[config.mk]
export PLATFORM = sky130hd
export DESIGN_NAME = mem_loader
export DESIGN_NICKNAME = d
export VERILOG_FILES = /design/src/rtl/mem_loader.sv
export SDC_FILE = /design/constraint.sdc
export NUM_CORES = 1
export LEC_CHECK = 0
export BUFFER_PORTS_ARGS = -buffer_cell sky130_fd_sc_hd__buf_4
export CAP_MARGIN = 20
export CORE_MARGIN = 8
export CORE_UTILIZATION = 40
export CTS_CLUSTER_DIAMETER = 80
export DETAILED_ROUTE_END_ITERATION = 8
export PLACE_DENSITY = 0.69
export SLEW_MARGIN = 0
export SYNTH_ARGS = -nofsm -noshare
export SYNTH_HDL_FRONTEND = slang
export SYNTH_SLANG_ARGS = --single-unit
[constraint.sdc]
create_clock -name clk -period 2.96 [get_ports clk]
set_input_delay 0.296 -clock clk [delete_from_list [all_inputs] [get_ports clk]]
set_output_delay 0.296 -clock clk [all_outputs]
set_load 0.02 [all_outputs]
[src/rtl/mem_loader.sv]
// mem_loader: boot-time loader that parses a header/payload word stream and
// writes each payload segment into one of NUM_REGIONS bram32 write ports.
// The core is held in stall until the final segment has been committed, and
// a reload request in RUN re-arms the loader for a fresh image.
module mem_loader #(
    parameter int DATA_WIDTH  = 32,
    parameter int ADDR_WIDTH  = 12,
    parameter int NUM_REGIONS = 2
) (
    input  logic                   clk,
    input  logic                   rst,
    input  logic                   s_valid,
    output logic                   s_ready,
    input  logic [DATA_WIDTH-1:0]  s_data,
    input  logic                   reload,
    output logic [ADDR_WIDTH-1:0]  mem_w_addr,
    output logic [DATA_WIDTH-1:0]  mem_w_dat,
    output logic [NUM_REGIONS-1:0] mem_w_enb,
    output logic [3:0]             mem_byte_enb,
    output logic                   cpu_stall,
    output logic                   load_done,
    output logic                   error
);

    typedef enum logic [2:0] {
        ST_HDR,
        ST_LOAD,
        ST_DRAIN,
        ST_FLUSH,
        ST_RUN
    } state_t;

    localparam logic [3:0]  NREG_LIM   = 4'(NUM_REGIONS);
    localparam logic [17:0] ADDR_LIMIT = 18'd1 << ADDR_WIDTH;

    state_t                 state_q;
    logic                   ready_q;
    logic                   stall_q;
    logic                   done_q;
    logic                   error_q;
    logic                   final_q;
    logic [2:0]             region_q;
    logic [11:0]            cnt_m1_q;
    logic [ADDR_WIDTH-1:0]  base_q;
    logic [11:0]            idx_q;
    logic [NUM_REGIONS-1:0] wenb_q;
    logic [3:0]             benb_q;
    logic [ADDR_WIDTH-1:0]  addr_q;
    logic [DATA_WIDTH-1:0]  dat_q;

    logic                   hdr_final_d;
    logic [2:0]             hdr_region_d;
    logic [11:0]            hdr_cnt_m1_d;
    logic [15:0]            hdr_base_d;
    logic [17:0]            hdr_end_d;
    logic                   hdr_bad_d;
    logic [ADDR_WIDTH-1:0]  wr_addr_d;
    logic [NUM_REGIONS-1:0] wr_enb_d;
    logic                   hs;

    assign hs = s_valid && ready_q;

    // Header field decode and validity check; the end address is formed in
    // 18 bits so a maximal base plus a 4096-word segment cannot wrap.
    always_comb begin
        hdr_final_d  = s_data[31];
        hdr_region_d = s_data[30:28];
        hdr_cnt_m1_d = s_data[27:16];
        hdr_base_d   = {s_data[15:2], 2'b00};
        hdr_end_d    = {2'b00, hdr_base_d} + {4'b0000, hdr_cnt_m1_d, 2'b00} + 18'd4;
        hdr_bad_d    = ({1'b0, hdr_region_d} >= NREG_LIM) || (hdr_end_d > ADDR_LIMIT);
    end

    // Write address for the current payload word and one-hot region enable;
    // an accepted header guarantees the address fits in ADDR_WIDTH bits.
    always_comb begin
        wr_addr_d = base_q + ADDR_WIDTH'({idx_q, 2'b00});
        wr_enb_d  = '0;
        for (int r = 0; r < NUM_REGIONS; r++) begin
            if ({1'b0, region_q} == 4'(r)) begin
                wr_enb_d[r] = 1'b1;
            end
        end
    end

    // Loader FSM with registered stream, write-port and core-control outputs.
    always_ff @(posedge clk or negedge rst) begin
        if (!rst) begin
            state_q  <= ST_HDR;
            ready_q  <= 1'b0;
            stall_q  <= 1'b1;
            done_q   <= 1'b0;
            error_q  <= 1'b0;
            final_q  <= 1'b0;
            region_q <= '0;
            cnt_m1_q <= '0;
            base_q   <= '0;
            idx_q    <= '0;
            wenb_q   <= '0;
            benb_q   <= 4'h0;
            addr_q   <= '0;
            dat_q    <= '0;
        end else begin
            wenb_q <= '0;
            benb_q <= 4'h0;
            done_q <= 1'b0;
            unique case (state_q)
                ST_HDR: begin
                    ready_q <= 1'b1;
                    if (hs) begin
                        final_q  <= hdr_final_d;
                        region_q <= hdr_region_d;
                        cnt_m1_q <= hdr_cnt_m1_d;
                        base_q   <= hdr_base_d[ADDR_WIDTH-1:0];
                        idx_q    <= '0;
                        if (hdr_bad_d) begin
                            error_q <= 1'b1;
                            state_q <= ST_DRAIN;
                        end else begin
                            state_q <= ST_LOAD;
                        end
                    end
                end
                ST_LOAD, ST_DRAIN: begin
                    if (hs) begin
                        if (state_q == ST_LOAD) begin
                            wenb_q <= wr_enb_d;
                            benb_q <= 4'hF;
                            addr_q <= wr_addr_d;
                            dat_q  <= s_data;
                        end
                        if (idx_q == cnt_m1_q) begin
                            if (final_q) begin
                                state_q <= ST_FLUSH;
                                ready_q <= 1'b0;
                                done_q  <= 1'b1;
                            end else begin
                                state_q <= ST_HDR;
                            end
                        end else begin
                            idx_q <= idx_q + 12'd1;
                        end
                    end
                end
                ST_FLUSH: begin
                    state_q <= ST_RUN;
                    stall_q <= 1'b0;
                end
                ST_RUN: begin
                    if (reload) begin
                        error_q <= 1'b0;
                        stall_q <= 1'b1;
                        ready_q <= 1'b1;
                        state_q <= ST_HDR;
                    end
                end
                default: begin
                    state_q <= ST_HDR;
                end
            endcase
        end
    end

    assign s_ready      = ready_q;
    assign mem_w_addr   = addr_q;
    assign mem_w_dat    = dat_q;
    assign mem_w_enb    = wenb_q;
    assign mem_byte_enb = benb_q;
    assign cpu_stall    = stall_q;
    assign load_done    = done_q;
    assign error        = error_q;

endmodule
Yosys cells after proc, flatten, opt, wreduce, memory -nomap -nowiden
Index checks and enable logic that the tools add are counted.
{"block": "word_totals", "register_bits": 95, "latchBits": 0, "ram_bits": 0, "rom_bits": 0, "inputBits": 36, "n_memories": 0}
{"block": "op_classes", "addsub": 4, "n_mul": 0, "n_div": 0, "n_lt_le_gt_ge": 2, "n_eq_ne": 13, "n_shift": 0, "n_mux": 33, "bitwise": 0, "n_reduce_logical": 16}
{"op": "$mux 12", "count": 3}
{"op": "$pmux 12 s2", "count": 1}
{"op": "$add 17x3->18 const B", "count": 1}
{"op": "$gt 18x13->1 const B", "count": 1}
{"op": "$add 16x14->17", "count": 1}
{"op": "$ne 2x2->1 const B", "count": 7}
{"op": "$mux 1", "count": 13}
{"op": "$add 12x1->12 const B", "count": 1}
{"op": "$add 12x12->12", "count": 1}
{"op": "$eq 12x12->1", "count": 1}
{"op": "$mux 3", "count": 4}
{"op": "$mux 4", "count": 3}
{"op": "$pmux 3 s4", "count": 1}
{"op": "$reduce_and 4->1", "count": 3}
{"op": "$mux 2", "count": 5}
{"op": "$eq 3x1->1 const B", "count": 2}
{"op": "$eq 3x2->1 const B", "count": 2}
{"op": "$logic_not 3->1", "count": 2}
{"op": "$reduce_bool 2->1", "count": 3}
{"op": "$reduce_and 5->1", "count": 1}
{"op": "$pmux 1 s2", "count": 2}
{"op": "$reduce_and 2->1", "count": 2}
{"op": "$eq 3x3->1 const B", "count": 1}
{"op": "$ge 3x2->1 const B", "count": 1}
{"op": "other kinds (6)", "count": 6}

Longest topological paths before layout
{"block": "logic_depth", "depth_word": 7, "mapped_depth": 13}

Worst setup path after synthesis
OpenSTA, ideal clock, no wires.
{"block": "synth_timing", "path_kind": "input-to-reg", "from": "input port s_data[3]", "to": "register state_q[1]", "arrival_time_ns": 2.467, "required_ns": 2.824, "setup_slack_ns": 0.357, "cell_stages": 11, "path_buffers": 0, "path_cell_list": "ha_1 ha_1 inv_1 fa_1 nand2b_1 a21oi_1 mux2_2 a2111oi_0 o2111ai_1 a22oi_2 o22ai_1"}
{"block": "synth_between", "elab_chain_cells": 7}
{"item": "start: declaration", "line_no": "14", "text": "input logic [DATA_WIDTH-1:0] s_data,"}
{"item": "$add 16x14->17", "line_no": "70", "text": "hdr_end_d = {2'b00, hdr_base_d} + {4'b0000, hdr_cnt_m1_d, 2'b00} + 18'd4;"}
{"item": "$add 17x3->18", "line_no": "70"}
{"item": "$gt 18x13->1", "line_no": "71", "text": "hdr_bad_d = ({1'b0, hdr_region_d} >= NREG_LIM) || (hdr_end_d > ADDR_LIMIT);"}
{"item": "$logic_or 1x1->1", "line_no": "71"}
{"item": "$mux 2", "line_no": "116", "text": "if (hdr_bad_d) begin"}
{"item": "$mux 3", "line_no": "110", "text": "if (hs) begin"}
{"item": "$pmux 3 s4", "line_no": "107", "text": "unique case (state_q)"}
{"item": "end signal: assignment", "line_no": "89", "text": "state_q <= ST_HDR;"}
{"item": "end signal: assignment", "line_no": "118", "text": "state_q <= ST_DRAIN;"}
{"item": "end signal: assignment", "line_no": "120", "text": "state_q <= ST_LOAD;"}
{"item": "end: declaration", "line_no": "36", "text": "state_t state_q;"}
No other way between the ends. The select of a mux whose other input is x is not followed.
A chain may end at the register's enable or synchronous reset.

Final worst setup path
{"block": "layout_timing", "from": "input port s_data[17]", "to": "register state_q[1]"}
Same word-level chain as after synthesis.

==> impl_metrics.tcl <==
set metrics [dict create \
    outcome "complete, no violations" \
    clockBufferDepth 2 \
    grt_max_degree 54 \
    slew_headroom_pct 55.37 \
    timing.final.max_slew_violations 0 \
    firstDrtPassIters 4 \
    die_width_um 127.2 \
    top_usage_layer "met2" \
    critPathCaptureType "flop" \
    cts.sinks 90 \
    synth_area_leader_cell "dfrtp_1" \
    leakage_nw 3.069 \
    ys_seq_elements 90 \
    gr-usage-met2_pct 28.04 \
    clockRootBuffer "clkbuf_16" \
    use_met3_pct 3.120 \
    rsz0062_at_grt "false" \
    tightest_slew_ns 0.6645 \
    dpl-instance-area_um2 5739 \
    placed_cells 800 \
    synth-xor-area-share_pct 5.135 \
    crit_family "compound AO/OA/AOI/OAI gates" \
    fmax_mhz 368.3 \
    drt-initial-drc-count 208 \
    met1_usage_pct 21.21 \
    dieArea_um2 16180 \
    synthTopCellsByArea "dfrtp_1 (45%), nand2_1 (15%), ha_1 (8.6%)" \
    via_per_inst 5.074 \
    nets 716 \
    route.antenna.remaining_nets 0 \
    rr_startpoint "idx_q[0]" \
    path_class "in2reg" \
    antenna_found_initial 0 \
    vdd_drop_max_uv 231.5 \
    final-setup-viol-count 0 \
    cp_common_cell "ha_1" \
    drc 0 \
    synth_top_family_by_area "simple AND/OR/NAND/NOR gates" \
    synth_area_um2 4946 \
    synth_ff_type "dfrtp_1" \
    wire_per_inst_um 16.11 \
    startpoint "s_data[17]" \
    clock_latency_ns 0.34 \
    synth_mux_area_share_pct 0.4554 \
    cts_made_buffers 9 \
    grt_pass1_wl_mm 21.74 \
    synth-edff-count 0 \
    worst-path-max-fanout 3 \
    synth_most_common_cell "nand2_1" \
    skew_ns 0.009262 \
    path_clk_slew_ns 0.06 \
    cpPeakStageDelay_ns 0.38 \
    worstHoldStart "s_data[0]" \
    antenna_cells 0 \
    synthAdderAreaFrac_pct 9.411 \
    rows 40 \
    crit_required_ns 3.17 \
    finalCritPeriodShare_pct 91.73 \
    crit_path_top_delay_cell "fa_1" \
    hold_path_class "in2reg" \
    grt_overflow_total 0 \
    synth_area_per_cell_um2 8.769 \
    routed_wl_mm 13.15 \
    cts_resized 0 \
    syn_inst 564 \
    grt_usage_pct 16.98 \
    drive_gt1_share_pct 18.83 \
    cap_violations 0 \
    grt_pass1_vias 4160 \
    startpoint_type "input pin" \
    fin_util_pct 49.99 \
    dp_hpwl_mm 10.18 \
    fin_hold_ws_ns 0.1457 \
    synthSimpleGateAreaFrac_pct 25.30 \
    fin_area_um2 6030 \
    start_util_pct 41.01 \
    hold_viol_final 0 \
    total_power_w 0.004007 \
    area_growth_pct 21.91 \
    h-tree-depth 3 \
    port_buffers 87 \
    final_cells 816 \
    ios 90 \
    powerDensity_nw_per_um2 664.6 \
    ys_types 59 \
    cts_tree "built" \
    synth_top_area_share_pct 45.03 \
    core_area_um2 12060 \
    crit_buf_inv 2 \
    synth_commonest_cells "nand2_1 (198), dfrtp_1 (89), ha_1 (34)" \
    num_vias 4140 \
    synth_compound_area_share_pct 9.689 \
    crit_arrival_ns 2.93 \
    ys_seq_area_share_pct 45.56 \
    async_flop_share_pct 100.0 \
    min_period_ns 2.715 \
    fp.dieH_um 127.2 \
    synth_warnings 0 \
    routabilityCongestion 0.8564 \
    cp_cell_sequence "buf_4 > ha_1 > ha_1 > inv_1 > fa_1 > nand2b_1 > a21oi_1 > mux2_2 > a2111oi_0 > o2111ai_1 > a22oi_2 > o22ai_1" \
]
==> registers in the layout, indices dropped and copies added (netlist names) <==
signal,cells
cnt_m1_q,12
idx_q,12
load_done,1
s_ready,1
final_q,1
base_q,10
mem_w_addr,10
region_q,3
error,1
mem_byte_enb,1
cpu_stall,1
mem_w_dat,32
mem_w_enb,2
state_q,3
==> kinds of logic (layout without fill, tap and decap cells) <==
family                   count (synthesis)  in the layout
adder cells (fa/ha/maj)                 36             36
flip-flops                              90             90
AND/OR/NAND/NOR                        284            284
multiplexers                             2              2
buffers and inverters                   49            132
XOR/XNOR                                29             29
AO/OA/AOI/OAI                           73             73
other                                    1              2
==> worst paths after layout <==
check	endpoint	slack [ns]	cells past startpoint
worst max-delay path	state_q[1]	0.24	12
worst min-delay path	mem_w_dat[0]	0.15	3
worst max register to register	mem_w_addr[10]	0.50	10
worst min register to register	mem_w_dat[14]	0.47	2
max in group asynchronous	mem_w_dat[10]	1.77	3
min in group asynchronous	mem_w_dat[19]	0.47	2
==> worst min-delay path: stages <==
cell	delay [ns]
buf_4	0.08
nand2_1	0.04
nand2_1	0.05
==> repair_timing <==
action,CTS,global route
hold buffers,1,0
buffers inserted,0,0
hold endpoints to repair,37,0
==> cells in the final DEF (no fill, tap or decap), drive strengths merged, types with 2 or more instances in the layout <==
| cell type | count |
|---|---|
| a2111oi | 3 |
| a211oi | 2 |
| a21o | 2 |
| a21oi | 15 |
| a22o | 2 |
| a22oi | 3 |
| and2 | 3 |
| and3 | 2 |
| and4 | 4 |
| buf | 93 |
| clkbuf | 12 |
| clkinvlp | 2 |
| conb | 2 |
| dfrtp | 89 |
| fa | 2 |
| ha | 34 |
| inv | 24 |
| mux2 | 2 |
| nand2 | 198 |
| nand2b | 5 |
| nand3 | 11 |
| nand4 | 8 |
| nor2 | 27 |
| nor2b | 3 |
| nor3 | 6 |
| nor4 | 6 |
| nor4b | 2 |
| o2111ai | 3 |
| o211ai | 3 |
| o21a | 3 |
| o21ai | 25 |
| o22ai | 3 |
| o31ai | 3 |
| or2 | 2 |
| or3 | 3 |
| or4 | 2 |
| xnor2 | 23 |
| xor2 | 6 |
==> stage by stage <==
step	setup slack [ns]	TNS [ns]
3_3_place_gp	0.07108	0
5_1_grt	0.06140	0
6_report	0.2447	0
4_1_cts	0.3750	0
3_5_place_dp	-0.007694	-0.007694
2_1_floorplan	0.3567	0
==> layer usage <==
metal	share of wire [%]	wire, um
met4	1.8	240
met1	44	5741
met2	49	6425
met3	5.6	739
met5	0	0
==> layout make-up <==
class / count / area (um2)
clock inverter: 3 / 23.77
multi-input combinational: 426 / 2491
inverter: 23 / 86.33
fill: 1172 / 6032
sequential: 90 / 2253
clock buffer: 12 / 256.5
tap: 168 / 210.2
timing repair buffer: 94 / 708.2
==> report_power, final <==
part / total [W] / switching [W] / internal [W] / leakage (nW)
Clock: 0.00109 / 0.000476 / 0.000614 / 0.131
Sequential: 0.00172 / 0.000251 / 0.00147 / 1.20
Combinational: 0.00119 / 0.000661 / 0.000533 / 1.74
Total: 0.00401 / 0.00139 / 0.00262 / 3.07
Note: power is estimated with default switching activity, not from simulation.
